File: config.mk
export PLATFORM = sky130hd
export DESIGN_NAME = mmio_arbiter
export DESIGN_NICKNAME = d
export VERILOG_FILES = /design/src/rtl/mmio_arbiter.sv
export SDC_FILE = /design/constraint.sdc
export NUM_CORES = 1
export LEC_CHECK = 0
export BUFFER_PORTS_ARGS = -buffer_cell sky130_fd_sc_hd__buf_2
export CORE_MARGIN = 4
export CORE_UTILIZATION = 40
export DETAILED_ROUTE_END_ITERATION = 16
export PLACE_DENSITY = 0.81
export SLEW_MARGIN = 25
export SYNTH_ARGS = -nofsm -noshare
export SYNTH_HDL_FRONTEND = slang
export SYNTH_SLANG_ARGS = --single-unit
File: constraint.sdc
create_clock -name clk -period 1.84 [get_ports clk]
set_clock_uncertainty 0.15 [all_clocks]
set_input_delay 0.184 -clock clk [delete_from_list [all_inputs] [get_ports clk]]
set_output_delay 0.184 -clock clk [all_outputs]
set_load 0.05 [all_outputs]
File: src/rtl/mmio_arbiter.sv
// mmio_arbiter: two-master arbiter and sequencer for the MMIO slave port.
// Grants one master at a time, issues one single-cycle MMIO access per grant and
// returns a one-cycle ack with read data / error to the owning master.
// Build option: define MMIO_ARB_FIXED_PRIO_EN for fixed priority (master 0 always
// wins contention); otherwise arbitration is round-robin.
`timescale 1ns/1ps
module mmio_arbiter (
    input  logic        clk,
    input  logic        rst,
    input  logic        m0_req,
    input  logic        m0_we,
    input  logic [15:0] m0_addr,
    input  logic [15:0] m0_wdata,
    input  logic        m0_bsel,
    input  logic        m0_ben,
    input  logic        m1_req,
    input  logic        m1_we,
    input  logic [15:0] m1_addr,
    input  logic [15:0] m1_wdata,
    input  logic        m1_bsel,
    input  logic        m1_ben,
    output logic        m0_ack,
    output logic [15:0] m0_rdata,
    output logic        m0_err,
    output logic        m1_ack,
    output logic [15:0] m1_rdata,
    output logic        m1_err,
    output logic        mmio_en,
    output logic        mmio_we,
    output logic [15:0] mmio_addr,
    output logic [15:0] mmio_wdata,
    output logic        mmio_bsel,
    output logic        mmio_ben,
    input  logic [15:0] mmio_rdata,
    input  logic        mmio_serviced
);

    typedef enum logic [1:0] {IDLE = 2'd0, ISSUE = 2'd1, RESP = 2'd2} state_t;

    state_t      state, state_nxt;
    logic        grant;       // latch a new request this cycle
    logic        grant_m;     // which master is latched
    logic        idle_pick;   // winner of a fresh arbitration in IDLE
    // Owner of the transaction in flight. It is only ever rewritten on a grant,
    // so it doubles as the round-robin history; resetting it to 1 lets master 0
    // win the first contention.
    logic        owner;
    logic        bus_we;
    logic [15:0] rdata0_q, rdata1_q;
    logic        sel_we, sel_bsel, sel_ben;
    logic [15:0] sel_addr, sel_wdata;
    logic        resp;

    // Winner selection when arbitrating from IDLE
    always_comb begin
`ifdef MMIO_ARB_FIXED_PRIO_EN
        idle_pick = ~m0_req;
`else
        idle_pick = (m0_req && m1_req) ? ~owner : m1_req;
`endif
    end

    // Next-state and grant decision; the owner's req is stale during RESP
    always_comb begin
        state_nxt = state;
        grant     = 1'b0;
        grant_m   = 1'b0;
        case (state)
            IDLE: begin
                if (m0_req || m1_req) begin
                    grant     = 1'b1;
                    grant_m   = idle_pick;
                    state_nxt = ISSUE;
                end
            end
            ISSUE: state_nxt = RESP;
            RESP: begin
                state_nxt = IDLE;
`ifdef MMIO_ARB_FIXED_PRIO_EN
                // Only master 0 may take over directly; master 1 has to win in IDLE.
                if (owner && m0_req) begin
                    grant     = 1'b1;
                    grant_m   = 1'b0;
                    state_nxt = ISSUE;
                end
`else
                if (owner ? m0_req : m1_req) begin
                    grant     = 1'b1;
                    grant_m   = ~owner;
                    state_nxt = ISSUE;
                end
`endif
            end
            default: state_nxt = IDLE;
        endcase
    end

    assign sel_we    = grant_m ? m1_we    : m0_we;
    assign sel_addr  = grant_m ? m1_addr  : m0_addr;
    assign sel_wdata = grant_m ? m1_wdata : m0_wdata;
    assign sel_bsel  = grant_m ? m1_bsel  : m0_bsel;
    assign sel_ben   = grant_m ? m1_ben   : m0_ben;

    // State register, owner and latched request fields driven onto the bus
    always_ff @(posedge clk or negedge rst) begin
        if (!rst) begin
            state      <= IDLE;
            owner      <= 1'b1;
            bus_we     <= 1'b0;
            mmio_addr  <= 16'h0000;
            mmio_wdata <= 16'h0000;
            mmio_bsel  <= 1'b0;
            mmio_ben   <= 1'b0;
        end else begin
            state <= state_nxt;
            if (grant) begin
                owner      <= grant_m;
                bus_we     <= sel_we;
                mmio_addr  <= sel_addr;
                mmio_wdata <= sel_wdata;
                mmio_bsel  <= sel_bsel;
                mmio_ben   <= sel_ben;
            end
        end
    end

    // Per-master read data hold, loaded when that master's read completes
    always_ff @(posedge clk or negedge rst) begin
        if (!rst) begin
            rdata0_q <= 16'h0000;
            rdata1_q <= 16'h0000;
        end else begin
            if (m0_ack && !bus_we) rdata0_q <= mmio_rdata;
            if (m1_ack && !bus_we) rdata1_q <= mmio_rdata;
        end
    end

    // Bus strobes come straight from state so reset kills them asynchronously
    assign mmio_en = (state == ISSUE);
    assign mmio_we = mmio_en & bus_we;

    // Response: slave data is already registered, so it is forwarded during ack
    assign resp     = (state == RESP);
    assign m0_ack   = resp & ~owner;
    assign m1_ack   = resp & owner;
    assign m0_err   = m0_ack & ~bus_we & ~mmio_serviced;
    assign m1_err   = m1_ack & ~bus_we & ~mmio_serviced;
    assign m0_rdata = (m0_ack && !bus_we) ? mmio_rdata : rdata0_q;
    assign m1_rdata = (m1_ack && !bus_we) ? mmio_rdata : rdata1_q;

endmodule

==> run summary, run 1 <==
SYNTH
---------------------------------------------------------------------------------
Post-synth design cell area ........................................    3010 um^2
Complex-gate fraction of the synthesized area ......................       0.0715
Share of synthesized cell area in and, or, nand and nor gates ......       0.0761
Flops & latches, synth .............................................           70
Synthesized instance count .........................................          239
Main combinational cell family by area after synthesis ............. multiplexers
Mux contribution to synthesized area ...............................        0.236
Average cell area after synthesis ..................................    12.6 um^2
Yosys synthesis warning count ......................................            0
Xor and xnor area share after synthesis ............................            0
Distinct cells, synth ..............................................           24
Number of nets in the synthesized netlist ..........................          330
Adder-cell share of the synthesized area ...........................            0
Sequential-to-total area share from yosys stat .....................        0.583

GLOBAL ROUTE
---------------------------------------------------------------------------------
Number of global-route vias before repair ..........................         3086
Pin count of the biggest net entering global routing ...............           71
GRT Total Usage ....................................................        0.219
Overall overflow remaining after global route ......................            0
Global-route wire length before repair .............................      14.8 mm
Antenna violations before repair ...................................            0

WORST SETUP PATH
---------------------------------------------------------------------------------
Buffers plus inverters on the worst setup path .....................            2
Worst reg2reg path startpoint ......................................        owner
Worst setup slack for register-to-register paths ...................      0.02 ns
Cell-by-cell listing of the critical path .......................... nand3b_1 > nor2_4 > buf_8 > mux2_4 > buf_8
Start point of the critical path ...................................        owner
Required time worst endpoint .......................................      1.51 ns
Cell count of the worst reg-to-reg path ............................            7
Family with the most delay on the worst path .......................   flip-flops
R2r endpoint ....................................................... mmio_addr[4]
CP Class ........................................................... flip-flop to primary output
Startpoint type of the worst setup path ............................    flip-flop
Crit path max-delay cell type ...................................... sky130_fd_sc_hd__dfstp_2
Stages on worst setup path .........................................            5
Critical Path Most Common Cell ..................................... sky130_fd_sc_hd__buf_8
Maximum fanout along the worst path ................................            8
Stage delay of the slowest cell on the critical path ...............      0.53 ns
Type of destination of the critical path ........................... primary output
Arrival time worst endpoint ........................................      1.89 ns

CTS
---------------------------------------------------------------------------------
Max Buffers Root-to-Sink ...........................................            2
TritonCTS buffer count .............................................            9
TritonCTS clock tree ...............................................          yes
Buffer cell driving the clock tree root ............................ sky130_fd_sc_hd__clkbuf_8
Clock latency of the later-clocked register in the worst-skew pair .      0.33 ns
Clock-pin transition on the worst setup and hold timing paths ......      0.09 ns
Clk sinks ..........................................................           70
H-Tree Level Count .................................................            3

FINAL LAYOUT
---------------------------------------------------------------------------------
Core occupancy in the finished layout ..............................        0.746
Number of inserted filler cells in the final layout ................          478
Proportion of layout cells with a drive suffix above 1 .............        0.508
Area growth, synth to finish .......................................        80.9%
N_diodes ...........................................................            0
Count of nets after finishing ......................................          576

WORST HOLD PATH
---------------------------------------------------------------------------------
Depth of the worst hold-timing path ................................            3
Worst hold path startpoint .........................................      m0_bsel
Capture endpoint of the worst hold path ............................    mmio_bsel
Worst hold path type ............................................... input pin to flip-flop

JOB
---------------------------------------------------------------------------------
Number of maximum-capacitance constraint violations ................            0

ROUTING
---------------------------------------------------------------------------------
Number of vias after detailed routing ..............................         2913
Antenna viol nets, final ...........................................            0
DRT Wirelength .....................................................      10.6 mm
Starting DRT DRC Count .............................................          125
Remaining DRCs .....................................................            0
Final routed wire length divided by cell count .....................      18.0 um
Vias per inst ......................................................         4.95
DR pass1 iterations ................................................            4

STA
---------------------------------------------------------------------------------
PnR worst setup slack ..............................................    -0.383 ns
Final number of max-transition violations ..........................            0
Final Critical Period ..............................................      2.22 ns
Final hold violation count .........................................            0
Setup TNS Final ....................................................    -11.22 ns
Worst slew slack as a fraction of its limit ........................        0.752
Worst slew pin tran ................................................     0.371 ns
F_max ..............................................................      450 MHz
Final period util ..................................................         1.21
Setup repair after global routing missed its margin ................         true
Final count of negative-setup-slack endpoints ......................           33

PWR
---------------------------------------------------------------------------------
Total power divided by cell area ................................... 2090 nW/um^2
Highest ir drop seen on vdd ........................................      1.47 mV
Leakage component of the power .....................................      2.76 nW

PLACEMENT
---------------------------------------------------------------------------------
Number of buffers inserted by port buffering .......................          162
Last weighted congestion value of the routability-driven placer ....        0.787
Placed wire-length estimate ........................................      5.74 mm

FLOORPLAN
---------------------------------------------------------------------------------
Number of placement rows ...........................................           31
Die Area ...........................................................    8970 um^2
Placeable core region ..............................................    7290 um^2
Die Span X .........................................................      94.7 um
Die Y ..............................................................      94.7 um
Starting Density ...................................................        0.413
Boundary Pins ......................................................          163

STATUS
---------------------------------------------------------------------------------
Status ............................................................. complete, but fails checks
Violated checks .................................................... negative setup slack

-- cells by family (layout without fill, tap and decap cells) --
family                 Yosys count  count (layout)
flip-flops                      70              70
AND/OR/NAND/NOR                 50              50
multiplexers                    67              67
buffers and inverters           14             265
AO/OA/AOI/OAI                   38              38
-- how the worst max path moves through the flow --
stage	end	slack [ns]
final	m1_rdata[1]	-0.38
after global routing	m1_rdata[1]	-0.45
after CTS	m1_rdata[0]	-0.42
after detailed placement	m1_rdata[4]	-0.07
after global placement	m1_rdata[2]	-0.01
after floorplan	mmio_we	-0.23
-- cell usage in the layout, fill, tap and decap left out --
| master | Yosys | final |
|---|---|---|
| sky130_fd_sc_hd__inv_6 | 0 | 2 |
| sky130_fd_sc_hd__nor2_1 | 37 | 37 |
| sky130_fd_sc_hd__clkinvlp_4 | 0 | 2 |
| sky130_fd_sc_hd__mux2_4 | 0 | 32 |
| sky130_fd_sc_hd__o21ai_0 | 1 | 1 |
| sky130_fd_sc_hd__a21oi_1 | 35 | 34 |
| sky130_fd_sc_hd__o22a_1 | 1 | 1 |
| sky130_fd_sc_hd__dfstp_2 | 1 | 1 |
| sky130_fd_sc_hd__clkinv_2 | 0 | 2 |
| sky130_fd_sc_hd__a311oi_4 | 1 | 1 |
| sky130_fd_sc_hd__dfrtp_1 | 69 | 69 |
| sky130_fd_sc_hd__buf_2 | 6 | 127 |
| sky130_fd_sc_hd__inv_1 | 1 | 1 |
| sky130_fd_sc_hd__nor2b_1 | 3 | 3 |
| sky130_fd_sc_hd__dlygate4sd3_1 | 0 | 58 |
| sky130_fd_sc_hd__nor2_4 | 0 | 1 |
| sky130_fd_sc_hd__nand3b_1 | 1 | 1 |
| sky130_fd_sc_hd__nor4_4 | 0 | 1 |
| sky130_fd_sc_hd__mux2i_1 | 35 | 35 |
| sky130_fd_sc_hd__clkbuf_8 | 0 | 9 |
| sky130_fd_sc_hd__a21oi_2 | 0 | 1 |
| sky130_fd_sc_hd__nand2_2 | 1 | 2 |
| sky130_fd_sc_hd__nor3_4 | 0 | 2 |
| sky130_fd_sc_hd__nand2b_4 | 1 | 2 |
| sky130_fd_sc_hd__buf_6 | 4 | 22 |
| sky130_fd_sc_hd__and2_1 | 1 | 1 |
| sky130_fd_sc_hd__bufinv_16 | 0 | 1 |
| sky130_fd_sc_hd__buf_8 | 0 | 17 |
| sky130_fd_sc_hd__buf_12 | 0 | 7 |
| sky130_fd_sc_hd__clkbuf_16 | 0 | 3 |
| sky130_fd_sc_hd__buf_4 | 3 | 14 |
-- cell usage after synthesis --
master,instances,area share
sky130_fd_sc_hd__o22a_1,1,0.0029
sky130_fd_sc_hd__o21ai_0,1,0.0017
sky130_fd_sc_hd__a21oi_1,35,0.058
sky130_fd_sc_hd__mux2_2,32,0.12
sky130_fd_sc_hd__buf_2,6,0.010
sky130_fd_sc_hd__nor2b_1,3,0.0062
sky130_fd_sc_hd__and2_1,1,0.0021
sky130_fd_sc_hd__nor3_2,1,0.0033
sky130_fd_sc_hd__a311oi_4,1,0.0087
sky130_fd_sc_hd__mux2i_1,35,0.12
sky130_fd_sc_hd__nand2b_4,1,0.0046
sky130_fd_sc_hd__inv_1,1,0.0012
sky130_fd_sc_hd__dfrtp_1,69,0.57
sky130_fd_sc_hd__buf_6,4,0.015
sky130_fd_sc_hd__nand2b_1,1,0.0021
sky130_fd_sc_hd__nand2_1,1,0.0012
sky130_fd_sc_hd__nor2_2,1,0.0021
sky130_fd_sc_hd__buf_4,3,0.0075
sky130_fd_sc_hd__nor4_1,1,0.0021
sky130_fd_sc_hd__nor3_1,1,0.0017
sky130_fd_sc_hd__nor2_1,37,0.046
sky130_fd_sc_hd__nand2_2,1,0.0021
sky130_fd_sc_hd__nand3b_1,1,0.0025
sky130_fd_sc_hd__dfstp_2,1,0.0087
-- cell type report --
type,count,area [um^2],area share
sequential,70,1750,0.322
timing repair buffer,248,2040,0.375
multi-input combinational,155,1330,0.244
inverter,1,3.75,0.000690
clock inverter,7,72.6,0.0133
clock buffer,9,124,0.0228
tap,99,124,0.0228
-- worst min-delay path: stages --
cell                      delay [ns]
sky130_fd_sc_hd__buf_2          0.08
sky130_fd_sc_hd__mux2i_1        0.05
sky130_fd_sc_hd__a21oi_1        0.15
-- report_power, final --
group          total [W]  switching [W]  internal [W]
clock network    0.00123       0.000597      0.000630
registers        0.00268       0.000378       0.00230
logic            0.00744        0.00464       0.00280
-- per-stage QoR --
step / cells / power (W) / worst slack [ns] / hold WS [ns] / instance area [um^2]
3_5_place_dp: 501 / 0.00866 / -0.0696 / 0.0845 / 4140
5_1_grt: 589 / 0.0118 / -0.452 / 0.0199 / 5440
6_report: 589 / 0.0114 / -0.383 / 0.0157 / 5440
4_1_cts: 580 / 0.0107 / -0.421 / 0.000329 / 5190
2_1_floorplan: 239 / 0.00729 / -0.226 / -0.262 / 3120
3_3_place_gp: 501 / 0.00851 / -0.0121 / 0.0805 / 4140
-- timing repair --
| item | CTS | global route |
|---|---|---|
| setup buffers | 4 | 9 |
| hold buffers | 58 | 0 |
| setup endpoints to repair | 42 | 70 |
| pin swaps | 2 | 4 |
| hold endpoints to repair | 121 | 0 |
| gates resized for setup | 68 | 42 |
| gates cloned | 1 | 3 |
-- sequential cells by signal (all words and copies together) (netlist names) --
name and flops:
mmio_addr 16, mmio_wdata 16, rdata0_q 16, rdata1_q 16, state 2, bus_we 1
mmio_ben 1, mmio_bsel 1, owner 1
-- layer usage --
metal	routed length [um]	vias up	GRT usage
li1	-	1328	-
met1	3680	1397	0.216
met2	5790	152	0.419
met3	685	36	0.0446
met4	466	0	0.126
met5	0	-	0
(Power assumes the default switching activity.)
==> inputs of run 2 (changes only) <==
--- a/config.mk
+++ b/config.mk
@@ -5,11 +5,12 @@
 export SDC_FILE = /design/constraint.sdc
 export NUM_CORES = 1
 export LEC_CHECK = 0
+export ABC_AREA = 0
 export BUFFER_PORTS_ARGS = -buffer_cell sky130_fd_sc_hd__buf_2
 export CORE_MARGIN = 4
 export CORE_UTILIZATION = 40
 export DETAILED_ROUTE_END_ITERATION = 16
-export PLACE_DENSITY = 0.81
+export PLACE_DENSITY = 0.78
 export SLEW_MARGIN = 25
 export SYNTH_ARGS = -nofsm -noshare
 export SYNTH_HDL_FRONTEND = slang
==> constraint.sdc (replaced) <==
create_clock -name clk -period 2.5 [get_ports clk]
set_clock_uncertainty 0.15 [all_clocks]
set_input_delay 0.25 -clock clk [delete_from_list [all_inputs] [get_ports clk]]
set_output_delay 0.25 -clock clk [all_outputs]
set_load 0.05 [all_outputs]
==> run 2 against run 1 <==
Compared with the run above: the flow now finishes without violations; register-to-register slack better by 0.58 ns; die area unchanged; utilization decreased by 17 points; sequential share of layout area rose by 9.7 points; flip-flop and latch count unchanged; cell area down 23%; wire length down 33%; worst hold slack better by 0.014 ns; non-clock buffer count is 76 lower; first-iteration DRC count is 42% lower; global-route usage is 5.7 points lower.
==> run summary, run 2 (synthesis gave the netlist of run 1 again) <==
CTS
---------------------------------------------------------------------------------
TritonCTS clock tree ...............................................          yes
H-Tree Level Count .................................................            3   unchanged
Clock-pin transition on the worst setup and hold timing paths ......      0.07 ns   -0.02 ns
Clk sinks ..........................................................           70   unchanged
Clock latency of the later-clocked register in the worst-skew pair .      0.32 ns   about the same
TritonCTS buffer count .............................................            9   unchanged
Max Buffers Root-to-Sink ...........................................            2   unchanged
Buffer cell driving the clock tree root ............................ sky130_fd_sc_hd__clkbuf_8

STA
---------------------------------------------------------------------------------
Final Critical Period ..............................................      2.42 ns
Final period util ..................................................        0.968
F_max ..............................................................      413 MHz
Final hold violation count .........................................            0   unchanged
Setup TNS Final ....................................................         0 ns   +11.22 ns
Final number of max-transition violations ..........................            0   unchanged
PnR worst setup slack ..............................................    0.0803 ns   +0.464 ns
Worst slew pin tran ................................................     0.583 ns   +0.212 ns
Hold Slack .........................................................    0.0301 ns   +0.0145 ns
Final count of negative-setup-slack endpoints ......................            0   -100%
Worst slew slack as a fraction of its limit ........................        0.611   -0.141

WORST SETUP PATH
---------------------------------------------------------------------------------
Maximum fanout along the worst path ................................           14   +6
Buffers plus inverters on the worst setup path .....................            2   unchanged
CP Class ........................................................... flip-flop to primary output
Arrival time worst endpoint ........................................      2.02 ns   +0.13 ns
Type of destination of the critical path ........................... primary output
Cell count of the worst reg-to-reg path ............................            6   -1
Crit path max-delay cell type ...................................... sky130_fd_sc_hd__dfstp_2
Startpoint type of the worst setup path ............................    flip-flop
Stages on worst setup path .........................................            5   unchanged
Worst setup slack for register-to-register paths ...................      0.60 ns   +0.58 ns
Stage delay of the slowest cell on the critical path ...............      0.58 ns   +0.05 ns
Family with the most delay on the worst path .......................   flip-flops
Cell-by-cell listing of the critical path .......................... nand3b_1 > nor2_4 > buf_12 > mux2_2 > buf_2
Required time worst endpoint .......................................      2.10 ns   +0.59 ns

FINAL LAYOUT
---------------------------------------------------------------------------------
Proportion of layout cells with a drive suffix above 1 .............        0.540   +0.0318
Commonest non-fill, non-tap cells in the layout .................... 162 x sky130_fd_sc_hd__buf_2, 68 x sky130_fd_sc_hd__dfrtp_1, 37 x sky130_fd_sc_hd__nor2_1, 35 x sky130_fd_sc_hd__mux2i_1, 35 x sky130_fd_sc_hd__a21oi_1
Core occupancy in the finished layout ..............................        0.574   -0.172
Area growth, synth to finish .......................................        39.2%
Count of nets after finishing ......................................          500   -13%
N_diodes ...........................................................            0   unchanged
Number of inserted filler cells in the final layout ................          662   +38%
Leading cell type in the layout, fill and taps excluded ............ sky130_fd_sc_hd__buf_2

FLOORPLAN
---------------------------------------------------------------------------------
Starting Density ...................................................        0.413   unchanged
Placeable core region ..............................................    7290 um^2   unchanged
Die Y ..............................................................      94.7 um   unchanged
Number of placement rows ...........................................           31   unchanged
Boundary Pins ......................................................          163   unchanged
Die Span X .........................................................      94.7 um   unchanged
Die Area ...........................................................    8970 um^2   unchanged

WORST HOLD PATH
---------------------------------------------------------------------------------
Worst hold path type ............................................... input pin to flip-flop
Depth of the worst hold-timing path ................................            2   -1

PLACEMENT
---------------------------------------------------------------------------------
Placed wire-length estimate ........................................      5.57 mm   -3.1%
Worst slack at placement ...........................................     0.380 ns   +0.450 ns
Number of buffers inserted by port buffering .......................          162   unchanged
Last weighted congestion value of the routability-driven placer ....        0.731   -7.2%

ROUTING
---------------------------------------------------------------------------------
Final routed wire length divided by cell count .....................      13.9 um   -23%
DRT Wirelength .....................................................      7.14 mm   -33%
Remaining DRCs .....................................................            0   unchanged
Antenna viol nets, final ...........................................            0   unchanged
Starting DRT DRC Count .............................................           73   -42%
Number of vias after detailed routing ..............................         2367   -19%
Vias per inst ......................................................         4.62   -6.5%
DR pass1 iterations ................................................            4   unchanged

JOB
---------------------------------------------------------------------------------
Number of maximum-capacitance constraint violations ................            0   unchanged

GLOBAL ROUTE
---------------------------------------------------------------------------------
Pin count of the biggest net entering global routing ...............           72   +1.4%
GRT Total Usage ....................................................        0.162   -0.0569
Antenna violations before repair ...................................            0   unchanged
Number of global-route vias before repair ..........................         2448   -21%
Global-route wire length before repair .............................      11.4 mm   -23%
Overall overflow remaining after global route ......................            0   unchanged

STATUS
---------------------------------------------------------------------------------
Status .............................................................    completed

[run 2: cell type report]
class | count | area [um^2] | area share
multi-input cells | 155 | 1160 | 0.277
repair buffers | 172 | 942 | 0.225
inverters | 1 | 3.75 | 0.000896
well taps | 99 | 124 | 0.0296
clock inverters | 4 | 72.6 | 0.0173
clock buffers | 11 | 131 | 0.0314
flip-flops and latches | 70 | 1750 | 0.419
[run 2: path summary, 6_finish.rpt]
check / from / end
max: owner / m1_rdata[12]
min: mmio_rdata[11] / rdata0_q[11]
min reg2reg: rdata1_q[6] / rdata1_q[6]
max reg2reg: owner / mmio_addr[7]
max in group asynchronous: rst / owner
min in group asynchronous: rst / rdata1_q[9]
[run 2: what timing repair did]
item / 4_1_cts / 5_1_grt
buffers inserted: 0 / 3
endpoints found under the setup margin: 1 / 30
hold endpoints to repair: 24 / 0
pin swaps: 0 / 1
hold buffers: 1 / 0
resized for setup: 1 / 2
[run 2: through the flow]
stage               area (um^2)  cells
finish                     4190    512
global route               4190    512
CTS                        4160    509
detailed placement         3940    493
global placement           3940    493
floorplan                  3010    239
[run 2: metal layers]
metal  vias up  global-route usage  part of all wire
li1       1163                   -                 -
met1      1107               0.185              0.38
met2        87               0.296              0.53
met3        10              0.0295             0.071
met4         0              0.0685             0.014
met5         -                   0                 0
Power of run 2 is not shown: default switching activity piles up to over one toggle a cycle in this logic, so the estimate is an artifact.
